### config.mk
export PLATFORM = sky130hd
export DESIGN_NAME = qbus_arbiter
export DESIGN_NICKNAME = d
export VERILOG_FILES = /design/src/rtl/qbus_arbiter_pkg.sv /design/src/rtl/qbus_arbiter.sv
export SDC_FILE = /design/constraint.sdc
export NUM_CORES = 1
export LEC_CHECK = 0
export ABC_AREA = 1
export BUFFER_PORTS_ARGS = -buffer_cell sky130_fd_sc_hd__buf_2
export CAP_MARGIN = 20
export CORE_ASPECT_RATIO = 0.75
export CORE_UTILIZATION = 30
export CTS_CLUSTER_DIAMETER = 80
export DETAILED_ROUTE_END_ITERATION = 6
export PLACE_DENSITY = 0.53
export REMOVE_ABC_BUFFERS = 1
export SYNTH_ARGS = -nofsm -noshare
export SYNTH_HDL_FRONTEND = slang
export SYNTH_SLANG_ARGS = --single-unit
### constraint.sdc
create_clock -name clk -period 1.5 [get_ports clk]
set_clock_uncertainty 0.2 [all_clocks]
set_input_delay 0.3 -clock clk [delete_from_list [all_inputs] [get_ports clk]]
set_output_delay 0.3 -clock clk [all_outputs]
set_load 0.02 [all_outputs]
### src/rtl/qbus_arbiter_pkg.sv
// Shared constants for the Q-bus arbiter: FSM state encodings and default timeouts.
package qbus_pkg;

    localparam logic [2:0] S_IDLE     = 3'd0;
    localparam logic [2:0] S_CPU_XFER = 3'd1;
    localparam logic [2:0] S_CPU_END  = 3'd2;
    localparam logic [2:0] S_GRANT    = 3'd3;
    localparam logic [2:0] S_DMA      = 3'd4;

    localparam int unsigned DEF_BUS_TIMEOUT   = 63;
    localparam int unsigned DEF_GRANT_TIMEOUT = 15;

    function automatic int unsigned timer_width(input int unsigned a, input int unsigned b);
        return $clog2(((a > b) ? a : b) + 1);
    endfunction

endpackage

### src/rtl/qbus_arbiter.sv
// Registered Q-bus arbiter: CPU read/write sequencing with RPLY timeout, DMA grant handshake.
// Optional macro ARB_FAIR_EN: guarantees one CPU transaction between consecutive DMA tenures.
module qbus_arbiter
    import qbus_pkg::*;
#(
    parameter int unsigned BUS_TIMEOUT   = DEF_BUS_TIMEOUT,
    parameter int unsigned GRANT_TIMEOUT = DEF_GRANT_TIMEOUT
) (
    input  logic clk,
    input  logic reset_n,
    input  logic ce,
    input  logic dati,
    input  logic dato,
    input  logic b,
    output logic done,
    output logic berror,
    output logic bsync,
    output logic bdin,
    output logic bdout,
    output logic bwtbt,
    output logic bbsy,
    input  logic breply,
    input  logic dmr,
    output logic dmgo,
    input  logic sack,
    output logic dma_active
);

    localparam int unsigned TW = timer_width(BUS_TIMEOUT, GRANT_TIMEOUT);

    logic [2:0]    state_q, state_d;
    logic [TW-1:0] timer_q, timer_d;
    logic done_q, done_d, berror_q, berror_d;
    logic bsync_q, bsync_d, bdin_q, bdin_d, bdout_q, bdout_d, bwtbt_q, bwtbt_d;
    logic bbsy_q, bbsy_d, dmgo_q, dmgo_d, dma_active_q, dma_active_d;
    logic cpu_first;
`ifdef ARB_FAIR_EN
    logic cpu_owed_q, cpu_owed_d;
`endif

    always_comb begin
        state_d      = state_q;
        timer_d      = timer_q;
        done_d       = 1'b0;
        berror_d     = 1'b0;
        bsync_d      = bsync_q;
        bdin_d       = bdin_q;
        bdout_d      = bdout_q;
        bwtbt_d      = bwtbt_q;
        bbsy_d       = bbsy_q;
        dmgo_d       = dmgo_q;
        dma_active_d = dma_active_q;
`ifdef ARB_FAIR_EN
        cpu_owed_d   = cpu_owed_q;
        cpu_first    = cpu_owed_q & (dati | dato);
`else
        cpu_first    = 1'b0;
`endif

        case (state_q)
            S_IDLE: begin
                if (dmr && !cpu_first) begin
                    state_d = S_GRANT;
                    dmgo_d  = 1'b1;
                    timer_d = TW'(GRANT_TIMEOUT);
                end else if (dati || dato) begin
                    state_d = S_CPU_XFER;
                    bsync_d = 1'b1;
                    bbsy_d  = 1'b1;
                    bdin_d  = dati;
                    bdout_d = dato & ~dati;
                    bwtbt_d = b;
                    timer_d = TW'(BUS_TIMEOUT);
`ifdef ARB_FAIR_EN
                    cpu_owed_d = 1'b0;
`endif
                end
            end

            S_CPU_XFER: begin
                // Reply and timeout share the same bus teardown; only the pulse differs.
                if (breply || (timer_q == '0)) begin
                    state_d  = S_CPU_END;
                    done_d   = breply;
                    berror_d = ~breply;
                    bsync_d  = 1'b0;
                    bdin_d   = 1'b0;
                    bdout_d  = 1'b0;
                    bwtbt_d  = 1'b0;
                    bbsy_d   = 1'b0;
                end else begin
                    timer_d = timer_q - TW'(1);
                end
            end

            S_CPU_END: state_d = S_IDLE;

            S_GRANT: begin
                if (sack) begin
                    state_d      = S_DMA;
                    dmgo_d       = 1'b0;
                    bbsy_d       = 1'b1;
                    dma_active_d = 1'b1;
                end else if (!dmr || (timer_q == '0)) begin
                    state_d = S_IDLE;
                    dmgo_d  = 1'b0;
                end else begin
                    timer_d = timer_q - TW'(1);
                end
            end

            S_DMA: begin
                if (!sack) begin
                    state_d      = S_IDLE;
                    bbsy_d       = 1'b0;
                    dma_active_d = 1'b0;
`ifdef ARB_FAIR_EN
                    cpu_owed_d   = 1'b1;
`endif
                end
            end

            default: begin
                state_d      = S_IDLE;
                bsync_d      = 1'b0;
                bdin_d       = 1'b0;
                bdout_d      = 1'b0;
                bwtbt_d      = 1'b0;
                bbsy_d       = 1'b0;
                dmgo_d       = 1'b0;
                dma_active_d = 1'b0;
            end
        endcase
    end

    always_ff @(posedge clk) begin
        if (!reset_n) begin
            state_q      <= S_IDLE;
            timer_q      <= '0;
            done_q       <= 1'b0;
            berror_q     <= 1'b0;
            bsync_q      <= 1'b0;
            bdin_q       <= 1'b0;
            bdout_q      <= 1'b0;
            bwtbt_q      <= 1'b0;
            bbsy_q       <= 1'b0;
            dmgo_q       <= 1'b0;
            dma_active_q <= 1'b0;
`ifdef ARB_FAIR_EN
            cpu_owed_q   <= 1'b0;
`endif
        end else if (ce) begin
            state_q      <= state_d;
            timer_q      <= timer_d;
            done_q       <= done_d;
            berror_q     <= berror_d;
            bsync_q      <= bsync_d;
            bdin_q       <= bdin_d;
            bdout_q      <= bdout_d;
            bwtbt_q      <= bwtbt_d;
            bbsy_q       <= bbsy_d;
            dmgo_q       <= dmgo_d;
            dma_active_q <= dma_active_d;
`ifdef ARB_FAIR_EN
            cpu_owed_q   <= cpu_owed_d;
`endif
        end
    end

    assign done       = done_q;
    assign berror     = berror_q;
    assign bsync      = bsync_q;
    assign bdin       = bdin_q;
    assign bdout      = bdout_q;
    assign bwtbt      = bwtbt_q;
    assign bbsy       = bbsy_q;
    assign dmgo       = dmgo_q;
    assign dma_active = dma_active_q;

endmodule

[Word-level counts from Yosys, hierarchy flattened]
Cells that the tools add are included.
Word-level totals
  input port bits: 9
  bits in registers: 18
Operators by class
  bitwise logic cells: 7
  reductions and logical operators: 16
  equal/unequal tests: 15
  multiplexer cells: 38
  add/subtract/negate cells: 1
Operators by type and width (count)
  $mux W6: 5
  $mux W1: 18
  $mux W3: 6
  $ne A2 B2 Y1 const B: 9
  $pmux W1 S3: 6
  $pmux W6 S3: 1
  $pmux W3 S4: 1
  $reduce_and A5 Y1: 2
  $reduce_or A3 Y1: 3
  $reduce_and A4 Y1: 2
  $reduce_and A7 Y1: 1
  $eq A3 B2 Y1 const B: 2
  $logic_not A6 Y1: 1
  $ne A3 B3 Y1 const B: 2
  $not A1 Y1: 6
  $reduce_and A6 Y1: 1
  $sub A6 B1 Y6 const B: 1
  $pmux W1 S5: 1
  $eq A3 B1 Y1 const B: 1
  $eq A3 B3 Y1 const B: 1
  $logic_not A3 Y1: 1
  $logic_or A1 B1 Y1: 3
  $reduce_bool A3 Y1: 1
  $and A1 B1 Y1: 1
  $logic_not A1 Y1: 1

[Depth between registers and ports, before layout]
  word-level depth: 5
  depth in mapped cells: 11
  gate-level depth less buffers: 11

[Worst setup path before layout]
Ideal clock, no wire load.
  kind: register -> register
  start point: register timer_q[0]
  end point: register timer_q[5]
  clock period less this slack: 1511 ps
  arrival: 1198 ps
  stages on the path, launching flop included: 9
  path slack: -11 ps
  setup time: 113 ps
  path buffers: 0
  cell sequence: dfxtp_1 > inv_1 > ha_1 > nand3_2 > nand2_1 > a21oi_2 > nand2_4 > nor2_1 > nor2_1
Between the ends
  longest elaborated chain between the ends: 4
  elaborated cells between the ends (all ways): 11
  those cells by class: 1 x add/sub; 2 x eq/ne; 4 x mux; 4 x reduce/logical
RTL lines
  start: declaration: line qbus_arbiter.sv:32  | logic [TW-1:0] timer_q, timer_d;
  start signal: assignment: line qbus_arbiter.sv:154  | timer_q <= timer_d;
  $sub A6 B1 Y6 or $logic_not A6 Y1 (tied branches)
  $mux W6, or another cell as far along: line qbus_arbiter.sv:104  | end else if (!dmr || (timer_q == '0)) begin
  $mux W6 or $ne A2 B2 Y1 (tied branches)
  $pmux W6 S3 or $reduce_and A6 Y1 (tied branches)
Several ways; a longest one is shown, not always the timed one. The select of a mux whose other input is x is not followed.
A chain may end at the register's enable or synchronous reset.

[Worst setup path after layout]
  start point: register state_q[1]
  end point: register timer_q[5]
Between the ends
  longest elaborated chain between the ends: 3
  elaborated cells between the ends (all ways): 10
  those cells by class: 6 x eq/ne; 1 x mux; 3 x reduce/logical
RTL lines
  start: declaration: line qbus_arbiter.sv:31  | logic [2:0] state_q, state_d;
  start signal: assignment: line qbus_arbiter.sv:153  | state_q <= state_d;
  $eq A3 B2 Y1, or another cell as far along: line qbus_arbiter.sv:60  | case (state_q)
  $ne A2 B2 Y1 (no line), or another cell as far along
  $reduce_and A6 Y1 (no line)
Several ways; a longest one is shown, not always the timed one.

==> flow_summary.yaml <==
job:
  maxCapViolations: 0
worst_setup_path:
  slowest_delay_ns: 0.34
  critPathCaptureType: "flop"
  critical_path_class: "flop to flop"
  cp_max_fo: 5
  cp.required_ns: 1.45
  worst_ep_arrival_time_ns: 1.48
  worstPathCellList: "buf_6 > nand2_2 > nor2_4 > buf_4 > a21oi_4 > nand2_4 > nor2_1 > nor2_1"
  reg2reg_depth: 8
  crit_path_frequent_cell: "nor2_1"
  crit_path_top_delay_cell: "dfxtp_2"
  regToRegEndpoint: "timer_q[5]"
  r2r_slack_ns: -0.03
  reg2reg_from: "state_q[1]"
  start_kind: "flop"
detailed_routing:
  drtAntennaViolNets: 0
  drt_pre_antenna_iters: 4
  wl_met1_microns: 1450
  drtIter0Drc: 43
  drt-wirelength-per-cell_microns: 11.1
  met2WireLength_microns: 1330
  top_layer_used: "met4"
  drt_wl_total_microns: 2940
  drc: 0
  wl_met3_microns: 143
  via_count: 1217
  vias_per_cell: 4.61
layout:
  nFillCells: 346
  syn_to_final_growth_pct: 48.2
  fin_nets: 237
  final_cell_mix: "nand2_1 (48), buf_4 (26), nor2_1 (24)"
  regArea_sq_um: 372
  n_antenna_cell: 0
  drive_gt1_share_pct: 40.6
  multi_input_area_sq_um: 766
  fin_cells: 264
  fin_area_sq_um: 1620
  final_common_cell: "nand2_1"
sta:
  tightestPinTransition_ns: 0.269
  min_period_ns: 1.53
  fin_setup_tns_ns: -0.106
  finalSetupViolations: 7
  fmax_mhz: 654
  fin_ws_ns: -0.0284
  worst_hold_slack_ns: 0.0958
  rsz0062_at_grt: "true"
  period_share_pct: 102
  hold_viol_final: 0
  drv_slew: 0
  max_slew_margin_pct: 82.1
cts:
  clock_latency_ns: 0.25
  cts_buffers: 3
  cts_tree: "built"
  root_buffer: "clkbuf_8"
  cts_buffer_depth: 2
  cts.sinks: 18
  clk_pin_slew_ns: 0.07
  htreeDepth: 1
pwr:
  peakVddDrop_mv: 0.424
  p_leak_uw: 0.000799
  p_per_area_nw_per_um2: 1000
  power_uw: 1620
synthesis:
  yosysSeqAreaShare_pct: 33.0
  syn_area_sq_um: 1090
  yosysWarnings: 0
  post_synth.cell_area_avg_sq_um: 6.21
  yosysUniqueCellTypes: 21
  synth.ff_latch_count: 18
  synth_cells: 176
global_route:
  grt_max_degree: 10
  antenna_found_initial: 0
  track_usage_pct: 16.1
  grt_pass1_vias: 1015
  grt_first_pass_wirelength_microns: 4670
  overflow: 0
hold_path:
  hold_depth: 3
  hold_class: "input pin to flop"
  worstHoldStart: "b"
  worstHoldEndpoint: "bwtbt"
floorplanning:
  core_sq_um: 3380
  die_area_sq_um: 3890
  initial_utilization_pct: 32.3
  dieWidth_microns: 71.7
  ios: 18
  die_y_microns: 54.3
  placementRows: 18
placed_design:
  gp_congestion: 0.791
  placed_cell_area_sq_um: 1400
  dp.cells: 255
  dp_hpwl_microns: 2110
  io_buffers: 17
outcome:
  failed_checks: "setup timing"
  status: "finished with violations"
layout make-up:
cell class	instances	share of cell area, %
Sequential cell	18	23.0
Clock buffer	3	2.55
Inverter	22	5.41
Multi-Input combinational cell	136	47.3
Timing Repair Buffer	45	18.7
Tap cell	40	3.09
cell usage after synthesis:
cell       n  area [sq um]
a21oi_2    1          8.76
nand2_1   57           214
inv_1     20          75.1
nand3_1   10          50.1
o21ai_2    1          8.76
nand3_2    3          30.0
dfxtp_1   18           360
inv_2      2          7.51
o21ai_0    6          30.0
ha_1       2          25.0
nand2_4    2          22.5
nor2_1    28           105
clkbuf_1   1          3.75
nand4_1    3          18.8
or2_2      1          6.26
nor2_4     2          22.5
o21bai_1   1          7.51
a21oi_1   12          60.1
nor2_2     4          25.0
a31oi_1    1          6.26
nor3_1     1          5.00
how the worst max path moves through the flow:
stage | from | endpoint | slack (ns) | depth (start not counted)
after CTS | timer_q[1] | timer_q[0] | -0.02 | 8
after global placement | timer_q[0] | timer_q[0] | -0.07 | 9
after detailed placement | timer_q[0] | timer_q[5] | -0.09 | 8
after floorplan | timer_q[0] | timer_q[5] | -0.01 | 8
final | state_q[1] | timer_q[5] | -0.03 | 8
after global routing | timer_q[1] | state_q[1] | -0.17 | 8
critical path: cells and delay by family (launching register included):
| kind | cells | cell delay, ns |
|---|---|---|
| AND/OR/NAND/NOR | 5 | 0.40 |
| flip-flops | 1 | 0.34 |
| buffers and inverters | 2 | 0.26 |
| AO/OA/AOI/OAI | 1 | 0.23 |
where the power goes:
| part | total (uW) | leakage [uW] | internal [uW] | switching (uW) |
|---|---|---|---|---|
| sequential | 567 | 0.000150 | 530 | 37.6 |
| clock | 332 | 0.0000216 | 178 | 154 |
| combinational | 722 | 0.000627 | 320 | 402 |
| total | 1620 | 0.000799 | 1030 | 593 |
per-layer routing:
layer / track usage (%) / up-vias
met5: 0 / -
met4: 3.92 / 0
met3: 4.97 / 2
met2: 23.4 / 31
met1: 23.1 / 532
li1: - / 652
stage by stage:
stage	worst slack (ns)	util (%)
3_5_place_dp	-0.0862	41.3
3_3_place_gp	-0.0744	41.3
6_report	-0.0284	47.9
4_1_cts	-0.0154	45.0
2_1_floorplan	-0.0110	-
5_1_grt	-0.168	47.9
registers in the layout, indices dropped and copies added (netlist names):
| register | count |
|---|---|
| bbsy | 1 |
| bdin | 1 |
| bdout | 1 |
| berror | 1 |
| bsync | 1 |
| bwtbt | 1 |
| dma_active | 1 |
| dmgo | 1 |
| done | 1 |
| state_q | 3 |
| timer_q | 6 |
kinds of logic after synthesis:
group	after synthesis	share of synthesized area, %
AOI/OAI and AO/OA	22	11.1
buffers and inverters	23	7.90
DFF	18	33.0
adders and majority gates	2	2.29
and+or+nand+nor	111	45.7
what timing repair did:
action | in CTS | in global routing
resized for setup | 21 | 21
endpoints found under the hold margin | 0 | 0
setup buffers | 1 | 4
cloned | 1 | 0
endpoints found under the setup margin | 14 | 16
hold buffers | 0 | 0
pin swaps | 11 | 12
(Power assumes the default switching activity.)
